===== src/rtl/mem_port_arbiter.sv =====
// Arbitrates an instruction-fetch port and a load/store port onto one
// single-port memory, with data priority bounded by a starvation counter.
module mem_port_arbiter #(
   parameter int ADDR_W       = 32,
   parameter int DATA_W       = 32,
   parameter int STARVE_LIMIT = 4
) (
   input  logic              clk,
   input  logic              reset,
   input  logic              i_req,
   input  logic [ADDR_W-1:0] i_addr,
   output logic              i_ack,
   output logic [DATA_W-1:0] i_rdata,
   input  logic              d_req,
   input  logic              d_we,
   input  logic [ADDR_W-1:0] d_addr,
   input  logic [DATA_W-1:0] d_wdata,
   output logic              d_ack,
   output logic [DATA_W-1:0] d_rdata,
   output logic              mem_req,
   output logic              mem_we,
   output logic [ADDR_W-1:0] mem_addr,
   output logic [DATA_W-1:0] mem_wdata,
   input  logic              mem_ack,
   input  logic [DATA_W-1:0] mem_rdata
);

   localparam int SW = (STARVE_LIMIT < 1) ? 1 : $clog2(STARVE_LIMIT + 1);
   localparam logic [SW-1:0] LIMIT = SW'(STARVE_LIMIT);

   typedef enum logic [1:0] {IDLE, SERVE_I, SERVE_D} state_t;

   state_t            state_reg;
   logic [SW-1:0]     streak_reg;
   logic              mem_req_reg;
   logic              mem_we_reg;
   logic [ADDR_W-1:0] mem_addr_reg;
   logic [DATA_W-1:0] mem_wdata_reg;

   logic grant_d;
   logic streak_full;

   // Data wins a collision until the fetch has been passed over LIMIT times.
   assign streak_full = (streak_reg == LIMIT);
   assign grant_d     = d_req && (!i_req || !streak_full);

   always_ff @(posedge clk) begin
      if (reset) begin
         state_reg     <= IDLE;
         streak_reg    <= '0;
         mem_req_reg   <= 1'b0;
         mem_we_reg    <= 1'b0;
         mem_addr_reg  <= '0;
         mem_wdata_reg <= '0;
      end else begin
         case (state_reg)
            IDLE: begin
               if (grant_d) begin
                  state_reg     <= SERVE_D;
                  mem_req_reg   <= 1'b1;
                  mem_we_reg    <= d_we;
                  mem_addr_reg  <= d_addr;
                  mem_wdata_reg <= d_wdata;
                  if (!i_req)
                     streak_reg <= '0;
                  else if (!streak_full)
                     streak_reg <= streak_reg + SW'(1);
               end else if (i_req) begin
                  state_reg    <= SERVE_I;
                  mem_req_reg  <= 1'b1;
                  mem_we_reg   <= 1'b0;
                  mem_addr_reg <= i_addr;
                  streak_reg   <= '0;
               end
            end
            SERVE_I, SERVE_D: begin
               if (mem_ack) begin
                  state_reg   <= IDLE;
                  mem_req_reg <= 1'b0;
                  mem_we_reg  <= 1'b0;
               end
            end
            default: begin
               state_reg   <= IDLE;
               mem_req_reg <= 1'b0;
               mem_we_reg  <= 1'b0;
            end
         endcase
      end
   end

   // Acks are combinational from mem_ack; reset masks a completion in flight.
   assign i_ack   = !reset && (state_reg == SERVE_I) && mem_ack;
   assign d_ack   = !reset && (state_reg == SERVE_D) && mem_ack;
   assign i_rdata = mem_rdata;
   assign d_rdata = mem_rdata;

   assign mem_req   = mem_req_reg;
   assign mem_we    = mem_we_reg;
   assign mem_addr  = mem_addr_reg;
   assign mem_wdata = mem_wdata_reg;

endmodule


===== config.mk =====
export PLATFORM = sky130hd
export DESIGN_NAME = mem_port_arbiter
export DESIGN_NICKNAME = d
export VERILOG_FILES = /design/src/rtl/mem_port_arbiter.sv
export SDC_FILE = /design/constraint.sdc
export NUM_CORES = 1
export LEC_CHECK = 0
export ABC_AREA = 1
export CAP_MARGIN = 20
export CELL_PAD_IN_SITES_DETAIL_PLACEMENT = 0
export CELL_PAD_IN_SITES_GLOBAL_PLACEMENT = 1
export CORE_ASPECT_RATIO = 1.1
export CORE_MARGIN = 2
export CORE_UTILIZATION = 25
export CTS_BUF_LIST = sky130_fd_sc_hd__clkbuf_8
export CTS_CLUSTER_SIZE = 20
export DETAILED_ROUTE_END_ITERATION = 8
export PLACE_DENSITY = 0.95
export SLEW_MARGIN = 20
export SYNTH_ARGS = -nofsm -noshare
export SYNTH_HDL_FRONTEND = slang
export SYNTH_SLANG_ARGS = --single-unit

===== constraint.sdc =====
create_clock -name clk -period 4.9 [get_ports clk]
set_clock_uncertainty 0.15 [all_clocks]
set_input_delay 0.98 -clock clk [delete_from_list [all_inputs] [get_ports clk]]
set_output_delay 0.98 -clock clk [all_outputs]
set_load 0.02 [all_outputs]

======== Word level (Yosys, flattened, before mapping) ========
Cells that the tools add are included.
storage, ports and cells
  bits in registers ....................... 71
  output and inout bits ................... 132
operators by class
  add/subtract/negate cells ............... 1
  eq/ne operators ......................... 6
  muxes and demuxes ....................... 17
  reductions and logical operators ........ 16
operator list
  cell                   count
  $mux W32               2
  $mux W3                4
  $mux W2                3
  $ne A3 B3 Y1 const B   2
  $reduce_and A2 Y1      3
  $logic_and A1 B1 Y1    5
  $mux W1                5
  $pmux W1 S2            2
  $pmux W2 S2            1
  $add A3 B1 Y3 const B  1
  $eq A3 B3 Y1 const B   1
  $logic_not A1 Y1       3
  $reduce_and A3 Y1      1
  $eq A2 B1 Y1 const B   1
  $eq A2 B2 Y1 const B   1
  $logic_not A2 Y1       1
  $ne A2 B2 Y1 const B   1
  $reduce_bool A2 Y1     1
  $reduce_or A2 Y1       1
  $logic_or A1 B1 Y1     1

======== Logic depth before layout (Yosys ltp) ========
  depth in word-level cells ............... 6
  depth in mapped cells ................... 10

======== Worst setup path after synthesis ========
Ideal clock, no wire load.
  path kind ............................... input to output
  start point ............................. input port reset
  end point ............................... output port d_ack
  data arrival time ....................... 1.694 ns
  slack ................................... 2.076 ns
  stages on the path ...................... 3
  path buffers ............................ 2
  cell sequence ........................... clkbuf_1 clkbuf_1 nor2_1
on the way
  longest elaborated chain between the ends .. 3
RTL lines
  what                               line  text
  start, declared                    9     input logic reset,
  $logic_not A1 Y1                   94    assign d_ack = !reset && (state_reg == SERVE_D) && mem_ack;
  $logic_and A1 B1 Y1 (2 in series)  94
  end, declared                      18    output logic d_ack,
No other way between the ends.

======== Worst setup path after layout ========
  start point ............................. input port mem_ack
  end point ............................... output port d_ack
on the way
  longest elaborated chain between the ends .. 1
RTL lines
  what                 line  text
  start, declared      24    input logic mem_ack,
  $logic_and A1 B1 Y1  94
No other way between the ends.

==> results.sh <==
export IMPL_r2r_end="mem_wdata[21]$_SDFFE_PP0P_"
export IMPL_port_buffers=169
export IMPL_hold_violations=0
export IMPL_syn_area_sq_um=3701
export IMPL_final_layout_size_suffix_gt1_share_pct=4.717
export IMPL_cap_violations=0
export IMPL_die_width_um=120.0
export IMPL_rsz0062_at_grt="no"
export IMPL_post_cts_buffers=0
export IMPL_cts_root_buffer="clkbuf_8"
export IMPL_grt_max_degree=55
export IMPL_coreArea_sq_um=14450
export IMPL_ant_nets=0
export IMPL_synth_flop_cell="dfxtp_1"
export IMPL_drv_slew=0
export IMPL_cts_num_sinks=71
export IMPL_reg2reg_slack_ns=2.38
export IMPL_synthArstFlopShare_pct=0
export IMPL_cts_resized=0
export IMPL_finalSetupViolCount=0
export IMPL_avgSynthCellArea_sq_um=6.854
export IMPL_cts_hold_buf=0
export IMPL_holdWs_ns=0.3369
export IMPL_synth_seq_cells=71
export IMPL_synth_distinct_cells=22
export IMPL_synth_edf_count=0
export IMPL_yosysWarnings=0
export IMPL_routedWlPerCell_um=12.13
export IMPL_crit_end="d_ack"
export IMPL_synthCells=540
export IMPL_gp_congestion=0.7400
export IMPL_gr_total_overflow=0
export IMPL_antenna_found_initial=0
export IMPL_hpwl_um=6959
export IMPL_placed_area_sq_um=5005
export IMPL_synth_largest_area_cell="dfxtp_1"
export IMPL_fp_row_count=46
export IMPL_crit_path_end_kind="output pin"
export IMPL_worstMarginPinSlew_ns=0.8929
export IMPL_cp_max_fo=4
export IMPL_netlist_top_cells_area="dfxtp_1 (38%), nor2_1 (14%), buf_4 (14%), nand3_1 (8.8%), nand2_1 (7.4%)"
export IMPL_final_util_pct=36.07
export IMPL_boundaryPins=266
export IMPL_final_cell_mix="clkdlybuf4s50_1 (167), nor2_1 (138), nand2_1 (73)"
export IMPL_critPathKind="in -> out"
export IMPL_num_antenna_cells=0
export IMPL_synthToLayoutAreaGrowth_pct=40.80
export IMPL_dr_pass1_iters=4
export IMPL_dieArea_sq_um=15790
export IMPL_synth_fp_nets=679
export IMPL_finalSetupTns_ns=0
export IMPL_nNetsFinal=770
export IMPL_worst_ep_required_time_ns=3.77
export IMPL_start_util_pct=25.62
export IMPL_grt_pass1_wl_um=15920
export IMPL_drt_wl_total_um=10040
export IMPL_min_period_ns=3.412
export IMPL_cts_tree="yes"
export IMPL_worst_slew_margin_rel_pct=40.39
export IMPL_die_h_um=131.6
export IMPL_ir_drop_mv=0.1091
export IMPL_final_common_cell="clkdlybuf4s50_1"
export IMPL_arrival_ns=2.28
export IMPL_grt_total_usage_pct=12.88
export IMPL_r2r_cells=8
export IMPL_yosys_area_top_type_share_pct=38.40
export IMPL_cts_buffers_inserted=9
export IMPL_p_leak_nw=2.343
export IMPL_hold_path_class="reg -> reg"
export IMPL_clk_pin_slew_ns=0.08
export IMPL_num_vias=3414
export IMPL_cts_max_level=3
export IMPL_clock_path_buffers=2
export IMPL_drc_errors=0
export IMPL_drt_initial_drc_count=127
export IMPL_max_freq_mhz=293.1
export IMPL_min_period_over_period_pct=69.63
export IMPL_clk_latency_ns=0.36
export IMPL_vias_per_cell=4.123
export IMPL_cp_start_kind="primary input"
export IMPL_crit_path_start="mem_ack"
export IMPL_first_global_vias=3188
export IMPL_r2r_start="streak_reg[0]$_SDFFE_PP0P_"
export IMPL_stdcell_area_sq_um=5211
export IMPL_yosysSeqAreaShare_pct=38.40
export IMPL_p_per_area_nw_per_um2=321.2
export IMPL_status="complete, no violations"
-- per-layer routing --
layer  wire length, um  GRT usage, %  up-vias
li1                  -             -     1788
met1              4534         15.75     1453
met2              4385         19.73      145
met3               845         4.427       28
met4               274         6.928        0
met5                 0             0        -
-- Yosys cell counts, types with 2 or more instances --
| cell type | n |
|---|---|
| nor2_1 | 138 |
| nand2_1 | 73 |
| dfxtp_1 | 71 |
| buf_4 | 68 |
| nand3_1 | 65 |
| inv_1 | 43 |
| o21ai_0 | 32 |
| clkbuf_1 | 12 |
| a21oi_1 | 5 |
| buf_2 | 5 |
| buf_6 | 5 |
| ha_1 | 5 |
| o21ai_1 | 5 |
| clkbuf_2 | 3 |
| inv_2 | 2 |
| nand2_4 | 2 |
-- report_power, final --
group,total (mW),leakage [nW],internal [mW],switching [mW]
sequential,0.679,0.589,0.644,0.0345
clock,0.493,0.103,0.252,0.241
combinational,0.503,1.65,0.243,0.260
-- worst max-delay path: stages --
cell and delay [ns]:
clkdlybuf4s50_1 0.51, nand2_1 0.09, nor2_1 0.09, clkdlybuf4s50_1 0.61
-- cells by family (layout without fill, tap and decap cells) --
family / after synthesis / count (layout) / share of synthesized area (%)
buf+inv: 139 / 235 / 22.28
compound gates: 43 / 43 / 5.916
simple gates: 282 / 282 / 31.71
flops: 71 / 71 / 38.40
fa+ha+maj: 5 / 5 / 1.690
-- per-stage QoR --
stage / cells / power, mW / worst slack (ns)
after floorplan: 540 / 1.038 / 2.076
after global placement: 812 / 1.197 / 1.490
after detailed placement: 812 / 1.200 / 1.449
after CTS: 828 / 1.715 / 1.465
after global routing: 828 / 1.790 / 1.410
final: 828 / 1.674 / 1.488
-- cell type report --
class                           instances  area, sq um
Fill cell                            1521         9235
Timing Repair Buffer                  174         1719
Multi-Input combinational cell        330         1455
Sequential cell                        71         1421
Tap cell                              192        240.2
Inverter                               45        168.9
Clock buffer                           10        137.6
Clock inverter                          6        68.82
-- worst min-delay path by stage --
stage | start | endpoint | slack (ns) | depth (start not counted)
finish | mem_we$_SDFFE_PP0P_ | mem_we$_SDFFE_PP0P_ | 0.34 | 2
global route | mem_we$_SDFFE_PP0P_ | mem_we$_SDFFE_PP0P_ | 0.36 | 2
CTS | mem_we$_SDFFE_PP0P_ | mem_we$_SDFFE_PP0P_ | 0.34 | 2
detailed placement | mem_we$_SDFFE_PP0P_ | mem_we$_SDFFE_PP0P_ | 0.31 | 2
global placement | mem_we$_SDFFE_PP0P_ | mem_we$_SDFFE_PP0P_ | 0.30 | 2
floorplan | state_reg[1]$_SDFFE_PP0P_ | state_reg[1]$_SDFFE_PP0P_ | 0.31 | 2
No activity file was read; power rests on OpenSTA's default activity.
